==> src/rtl/mem_arbiter_pkg.sv <==
// Shared constants, state encoding and index helper for the memory arbiter
// and the round-robin picker.
package mem_arbiter_pkg;

   localparam int unsigned MEM_ADDR_W = 6;
   localparam int unsigned MEM_DATA_W = 16;
   localparam int unsigned IDX_W      = 3;
   localparam int unsigned REQ_CPU    = 0;

   typedef enum logic [0:0] {
      ST_IDLE   = 1'b0,
      ST_LOCKED = 1'b1
   } arb_state_t;

   // (idx + 1) mod n, for idx < n
   function automatic logic [IDX_W-1:0] wrap_inc(input logic [IDX_W-1:0] idx,
                                                 input int unsigned n);
      if (32'(idx) + 32'd1 >= n) return '0;
      else                       return idx + IDX_W'(1);
   endfunction

endpackage

==> src/rtl/mem_arbiter_rr_picker.sv <==
// Combinational round-robin picker: first candidate at or after i_ptr,
// wrapping, with an exclusion mask. Reusable by other bus arbiters.
module rr_picker
   import mem_arbiter_pkg::*;
#(
   parameter int unsigned NUM_REQ = 2
) (
   input  logic [NUM_REQ-1:0] i_req,
   input  logic [IDX_W-1:0]   i_ptr,
   input  logic [NUM_REQ-1:0] i_excl,
   output logic [NUM_REQ-1:0] o_onehot,
   output logic [IDX_W-1:0]   o_idx,
   output logic               o_valid
);

   logic [NUM_REQ-1:0] w_cand;
   logic [NUM_REQ-1:0] w_hi;
   logic [NUM_REQ-1:0] w_sel;

   assign w_cand = i_req & ~i_excl;

   // Candidates at/above the pointer take priority; otherwise wrap to the lowest.
   always_comb begin
      w_hi = '0;
      for (int unsigned i = 0; i < NUM_REQ; i++) begin
         w_hi[i] = w_cand[i] && (IDX_W'(i) >= i_ptr);
      end
      w_sel   = (|w_hi) ? w_hi : w_cand;
      o_valid = |w_cand;
      o_idx   = '0;
      for (int i = int'(NUM_REQ) - 1; i >= 0; i--) begin
         if (w_sel[i]) o_idx = IDX_W'(i);
      end
      o_onehot = '0;
      for (int unsigned i = 0; i < NUM_REQ; i++) begin
         o_onehot[i] = o_valid && (o_idx == IDX_W'(i));
      end
   end

endmodule

==> src/rtl/mem_arbiter.sv <==
// Round-robin arbiter sharing one single-port synchronous memory between
// NUM_REQ requesters, with a bounded lock for read-modify-write sequences.
module mem_arbiter
   import mem_arbiter_pkg::*;
#(
   parameter int unsigned ADDR_WIDTH = MEM_ADDR_W,
   parameter int unsigned DATA_WIDTH = MEM_DATA_W,
   parameter int unsigned NUM_REQ    = 2,
   parameter int unsigned LOCK_MAX   = 8
) (
   input  logic                          clk,
   input  logic                          rst,
   input  logic [NUM_REQ-1:0]            req,
   input  logic [NUM_REQ-1:0]            lock,
   input  logic [NUM_REQ-1:0]            we,
   input  logic [NUM_REQ*ADDR_WIDTH-1:0] addr,
   input  logic [NUM_REQ*DATA_WIDTH-1:0] wdata,
   output logic [NUM_REQ-1:0]            gnt,
   output logic [NUM_REQ-1:0]            rvalid,
   output logic [DATA_WIDTH-1:0]         rdata,
   output logic                          mem_we,
   output logic [ADDR_WIDTH-1:0]         mem_addr,
   output logic [DATA_WIDTH-1:0]         mem_data,
   input  logic [DATA_WIDTH-1:0]         mem_in,
   output logic [IDX_W-1:0]              owner,
   output logic                          locked
);

   localparam int unsigned CNT_W = $clog2(LOCK_MAX + 1);

   arb_state_t          r_state,  w_state_nxt;
   logic [IDX_W-1:0]    r_ptr,    w_ptr_nxt;
   logic [IDX_W-1:0]    r_owner,  w_owner_nxt;
   logic [CNT_W-1:0]    r_cnt,    w_cnt_nxt;
   logic [NUM_REQ-1:0]  r_excl,   w_excl_nxt;
   logic [NUM_REQ-1:0]  r_rvalid;
   logic [NUM_REQ-1:0]  w_gnt;
   logic [NUM_REQ-1:0]  w_owner_oh;
   logic [NUM_REQ-1:0]  w_pick_oh;
   logic [IDX_W-1:0]    w_pick_idx;
   logic                w_pick_vld;
   logic                w_lock_own;
   logic                w_others;
   logic                w_mem_we;
   logic [ADDR_WIDTH-1:0] w_mem_addr;
   logic [DATA_WIDTH-1:0] w_mem_data;

   rr_picker #(.NUM_REQ(NUM_REQ)) u_picker (
      .i_req    (req),
      .i_ptr    (r_ptr),
      .i_excl   (r_excl),
      .o_onehot (w_pick_oh),
      .o_idx    (w_pick_idx),
      .o_valid  (w_pick_vld)
   );

   always_comb begin
      w_owner_oh = '0;
      for (int unsigned i = 0; i < NUM_REQ; i++) begin
         w_owner_oh[i] = (r_owner == IDX_W'(i));
      end
   end

   assign w_lock_own = |(lock & w_owner_oh);
   assign w_others   = |(req & ~w_owner_oh);

   // Next-state and grant
   always_comb begin
      w_state_nxt = r_state;
      w_ptr_nxt   = r_ptr;
      w_owner_nxt = r_owner;
      w_cnt_nxt   = r_cnt;
      w_excl_nxt  = r_excl;
      w_gnt       = '0;
      case (r_state)
         ST_IDLE: begin
            w_excl_nxt = '0;
            w_gnt      = w_pick_oh;
            if (w_pick_vld) begin
               w_owner_nxt = w_pick_idx;
               w_ptr_nxt   = wrap_inc(w_pick_idx, NUM_REQ);
               if (|(lock & w_pick_oh)) begin
                  w_state_nxt = ST_LOCKED;
                  w_cnt_nxt   = CNT_W'(1);
               end
            end
         end
         ST_LOCKED: begin
            w_gnt = req & w_owner_oh;
            if (!w_lock_own) begin
               w_state_nxt = ST_IDLE;
               w_ptr_nxt   = wrap_inc(r_owner, NUM_REQ);
               w_cnt_nxt   = '0;
            end else if ((r_cnt >= CNT_W'(LOCK_MAX)) && w_others) begin
               // Forced release: owner sits out the next arbitration round
               w_state_nxt = ST_IDLE;
               w_ptr_nxt   = wrap_inc(r_owner, NUM_REQ);
               w_cnt_nxt   = '0;
               w_excl_nxt  = w_owner_oh;
            end else if (r_cnt < CNT_W'(LOCK_MAX)) begin
               w_cnt_nxt = r_cnt + CNT_W'(1);
            end
         end
         default: w_state_nxt = ST_IDLE;
      endcase
      if (rst) w_gnt = '0;
   end

   // Memory port mux from the one-hot grant; all zero when nobody wins
   always_comb begin
      w_mem_we   = |(w_gnt & we);
      w_mem_addr = '0;
      w_mem_data = '0;
      for (int unsigned i = 0; i < NUM_REQ; i++) begin
         if (w_gnt[i]) begin
            w_mem_addr = addr[i*ADDR_WIDTH +: ADDR_WIDTH];
            w_mem_data = wdata[i*DATA_WIDTH +: DATA_WIDTH];
         end
      end
   end

   always_ff @(posedge clk) begin
      if (rst) begin
         r_state  <= ST_IDLE;
         r_ptr    <= '0;
         r_owner  <= '0;
         r_cnt    <= '0;
         r_excl   <= '0;
         r_rvalid <= '0;
      end else begin
         r_state  <= w_state_nxt;
         r_ptr    <= w_ptr_nxt;
         r_owner  <= w_owner_nxt;
         r_cnt    <= w_cnt_nxt;
         r_excl   <= w_excl_nxt;
         r_rvalid <= w_gnt & ~we;
      end
   end

   assign gnt      = w_gnt;
   assign mem_we   = w_mem_we;
   assign mem_addr = w_mem_addr;
   assign mem_data = w_mem_data;
   assign rdata    = mem_in;
   assign owner    = r_owner;
   // Reset kills an in-flight read pulse and the lock indication immediately
   assign rvalid   = r_rvalid & {NUM_REQ{~rst}};
   assign locked   = (r_state == ST_LOCKED) && !rst;

endmodule

==> config.mk <==
export PLATFORM = sky130hd
export DESIGN_NAME = mem_arbiter
export DESIGN_NICKNAME = d
export VERILOG_FILES = /design/src/rtl/mem_arbiter_pkg.sv /design/src/rtl/mem_arbiter_rr_picker.sv /design/src/rtl/mem_arbiter.sv
export SDC_FILE = /design/constraint.sdc
export NUM_CORES = 1
export LEC_CHECK = 0
export CORE_MARGIN = 4
export CORE_UTILIZATION = 30
export CTS_BUF_LIST = sky130_fd_sc_hd__clkbuf_4 sky130_fd_sc_hd__clkbuf_8 sky130_fd_sc_hd__clkbuf_16
export CTS_CLUSTER_DIAMETER = 60
export CTS_CLUSTER_SIZE = 20
export DETAILED_ROUTE_END_ITERATION = 12
export GPL_TIMING_DRIVEN = 0
export PLACE_DENSITY = 0.82
export RECOVER_POWER = 25
export SETUP_SLACK_MARGIN = 0.2
export SLEW_MARGIN = 20
export SYNTH_ARGS = -nofsm -noshare
export SYNTH_HDL_FRONTEND = slang
export SYNTH_SLANG_ARGS = --single-unit
==> constraint.sdc <==
create_clock -name clk -period 5.3 [get_ports clk]
set_input_delay 1.06 -clock clk [delete_from_list [all_inputs] [get_ports clk]]
set_output_delay 1.06 -clock clk [all_outputs]
set_load 0.02 [all_outputs]
==> results.sh <==
export IMPL_tightest_slew_ns=0.771
export IMPL_clkSinkCount=11
export IMPL_vias_per_cell=4.63
export IMPL_fp_dieH_um=67.0
export IMPL_crit_fanout=10
export IMPL_yosysWarnings=0
export IMPL_die_area_um2=4490
export IMPL_reg2reg_depth=6
export IMPL_clkLatencyLatePin_ns=0.27
export IMPL_rr_startpoint="owner[0]"
export IMPL_ys_seq_area_share_pct=21.1
export IMPL_cts_hold_buf=0
export IMPL_rows=21
export IMPL_cts_root_buffer_cell="clkbuf_4"
export IMPL_grt_antenna_before_repair=0
export IMPL_first_pass_iters=4
export IMPL_syn_cell_area_um2=1040
export IMPL_power_leakage_nw=0.840
export IMPL_final_cells=276
export IMPL_required_ns=4.24
export IMPL_core_area_um2=3340
export IMPL_whs_path_depth=1
export IMPL_rsz0062_at_grt="false"
export IMPL_dr_wl_met2_um=1730
export IMPL_syn2layout_area_growth_pct=99.8
export IMPL_syn_avg_cell_area_um2=8.10
export IMPL_grt_max_degree=11
export IMPL_worstSetupPathType="primary input to output pin"
export IMPL_dr_max_layer_used="met4"
export IMPL_grt_util_all_layers_pct=14.9
export IMPL_worstHoldEndpoint="r_cnt[1]"
export IMPL_cts_setup_buffers=0
export IMPL_post_route_util_pct=62.5
export IMPL_final_setup_tns_ns=0
export IMPL_timing_final_ws_setup_ns=0.552
export IMPL_synth_area_top_cells="dfxtp_1 (21%), a22o_1 (19%), buf_4 (13%), nor2b_1 (3.0%), a21oi_1 (2.9%)"
export IMPL_finalHoldViolations=0
export IMPL_synth_edf_count=0
export IMPL_met1Wirelength_um=1310
export IMPL_max_freq_mhz=211
export IMPL_status="finished clean"
export IMPL_async_flop_share_pct=0
export IMPL_boundaryPins=115
export IMPL_io_buffers=96
export IMPL_fin_crit_sh_pct=89.6
export IMPL_clk_path_buf_depth=2
export IMPL_htreeDepth=1
export IMPL_endpoint_kind="output pin"
export IMPL_dp_cells=272
export IMPL_syn_inst=129
export IMPL_max_slew_margin_pct=48.5
export IMPL_yosys_area_top_type="dfxtp_1"
export IMPL_drc=0
export IMPL_die_width_um=67.0
export IMPL_grt_pass1_vias=1209
export IMPL_cts_tree="done"
export IMPL_power_mw=0.331
export IMPL_hp_class="register to register"
export IMPL_nets=301
export IMPL_synth_cell_types=40
export IMPL_n_antenna_cell=0
export IMPL_path_clk_slew_ns=0.07
export IMPL_place_congestion=0.774
export IMPL_grt_overflow_total=0
export IMPL_p_per_area_nw_per_um2=159
export IMPL_hpwl_um=3030
export IMPL_placed_cell_area_um2=2070
export IMPL_route_antenna_remaining_nets=0
export IMPL_cap_violations=0
export IMPL_drt_iter0_drc=23
export IMPL_final_max_slew_violation_count=0
export IMPL_cts_resized=0
export IMPL_fin_crit_ns=4.75
export IMPL_drive_gt1_share_pct=13.0
export IMPL_avgRoutedWirePerCell_um=13.0
export IMPL_ys_ff_latch=11
export IMPL_met3_length_um=500
export IMPL_initial_core_util_pct=31.3
export IMPL_critPathLaunchType="primary input"
export IMPL_cts_buffers=3
export IMPL_min_from="r_cnt[1]"
export IMPL_fin_hold_ws_ns=0.510
export IMPL_rr_endpoint="r_rvalid[0]"
export IMPL_synth_most_common_cell="a22o_1"
export IMPL_synth_commonest_cells="a22o_1 (23), buf_4 (18), dfxtp_1 (11)"
export IMPL_vias=1279
export IMPL_synth_flop_cell="dfxtp_1"
export IMPL_clock_skew_ns=0.000949
export IMPL_vdd_drop_max_v=0.0000913
export IMPL_setup_violations=0
export IMPL_grt_pass1_wl_um=5220
export IMPL_synth_top_area_share_pct=21.1
export IMPL_postLayoutCellArea_um2=2090
export IMPL_arrival_ns=3.69
export IMPL_wirelength_um=3580
export IMPL_rrSetupSlack_ns=3.46
export IMPL_preCtsSetupSlack_ns=0.812
export IMPL_critPathLaunch="req[1]"
==> flip-flops by register name, indices dropped and copies added, names as in the netlist <==
| signal | count |
|---|---|
| r_cnt | 4 |
| r_excl | 2 |
| r_rvalid | 2 |
| owner | 1 |
| r_ptr | 1 |
| r_state | 1 |
==> report_power, final <==
group,switching [mW],leakage [nW],internal [mW]
registers,0.00372,0.0898,0.0868
clock network,0.0306,0.0184,0.0343
logic,0.0751,0.732,0.101
total,0.109,0.840,0.222
==> cell usage in the layout, fill, tap and decap left out, types with 3 or more instances in the layout <==
| cell | n |
|---|---|
| a21oi_1 | 7 |
| a22o_1 | 23 |
| buf_2 | 4 |
| buf_4 | 18 |
| clkbuf_1 | 3 |
| clkbuf_4 | 4 |
| clkdlybuf4s50_1 | 92 |
| dfxtp_1 | 11 |
| dlygate4sd3_1 | 4 |
| inv_1 | 6 |
| mux2i_1 | 3 |
| nand2_1 | 7 |
| nand3b_1 | 3 |
| nor2_1 | 6 |
| nor2b_1 | 5 |
| o21ai_0 | 4 |
==> critical path, cell delays in order <==
cell and delay (ns):
clkdlybuf4s50_1 0.51, nand3b_1 0.16, a22oi_1 0.07, nor3b_1 0.64, clkbuf_1 0.42, a22o_1 0.20, clkdlybuf4s50_1 0.61
==> cell type report <==
cell class,count,area [um^2]
clock buffers,4,30.0
repair buffers,96,961
plain buffers,25,166
inverters,6,22.5
multi-input cells,88,629
flip-flops and latches,11,220
fillers,291,1250
well taps,46,57.6
==> metal layers <==
layer / vias to the layer above / global-route usage, %
met5: - / 0
met4: 0 / 5.82
met3: 4 / 7.93
met2: 66 / 24.0
met1: 545 / 16.1
li1: 664 / -
==> kinds of logic after synthesis <==
| family | count (synthesis) | synth area share (%) |
|---|---|---|
| compound gates | 44 | 33.4 |
| mux | 3 | 2.87 |
| buf+inv | 31 | 18.1 |
| simple gates | 37 | 21.8 |
| flops | 11 | 21.1 |
| fa+ha+maj | 2 | 2.39 |
| other cells | 1 | 0.359 |
==> worst max path at each step <==
stage | cells after the start | slack (ns) | endpoint
final | 7 | 0.55 | mem_data[7]
after global routing | 7 | 0.33 | mem_data[7]
after CTS | 7 | 0.80 | mem_data[7]
after detailed placement | 7 | 0.81 | mem_addr[2]
after global placement | 7 | 0.78 | mem_data[7]
after floorplan | 5 | 2.08 | mem_addr[1]
(Power assumes the default switching activity.)
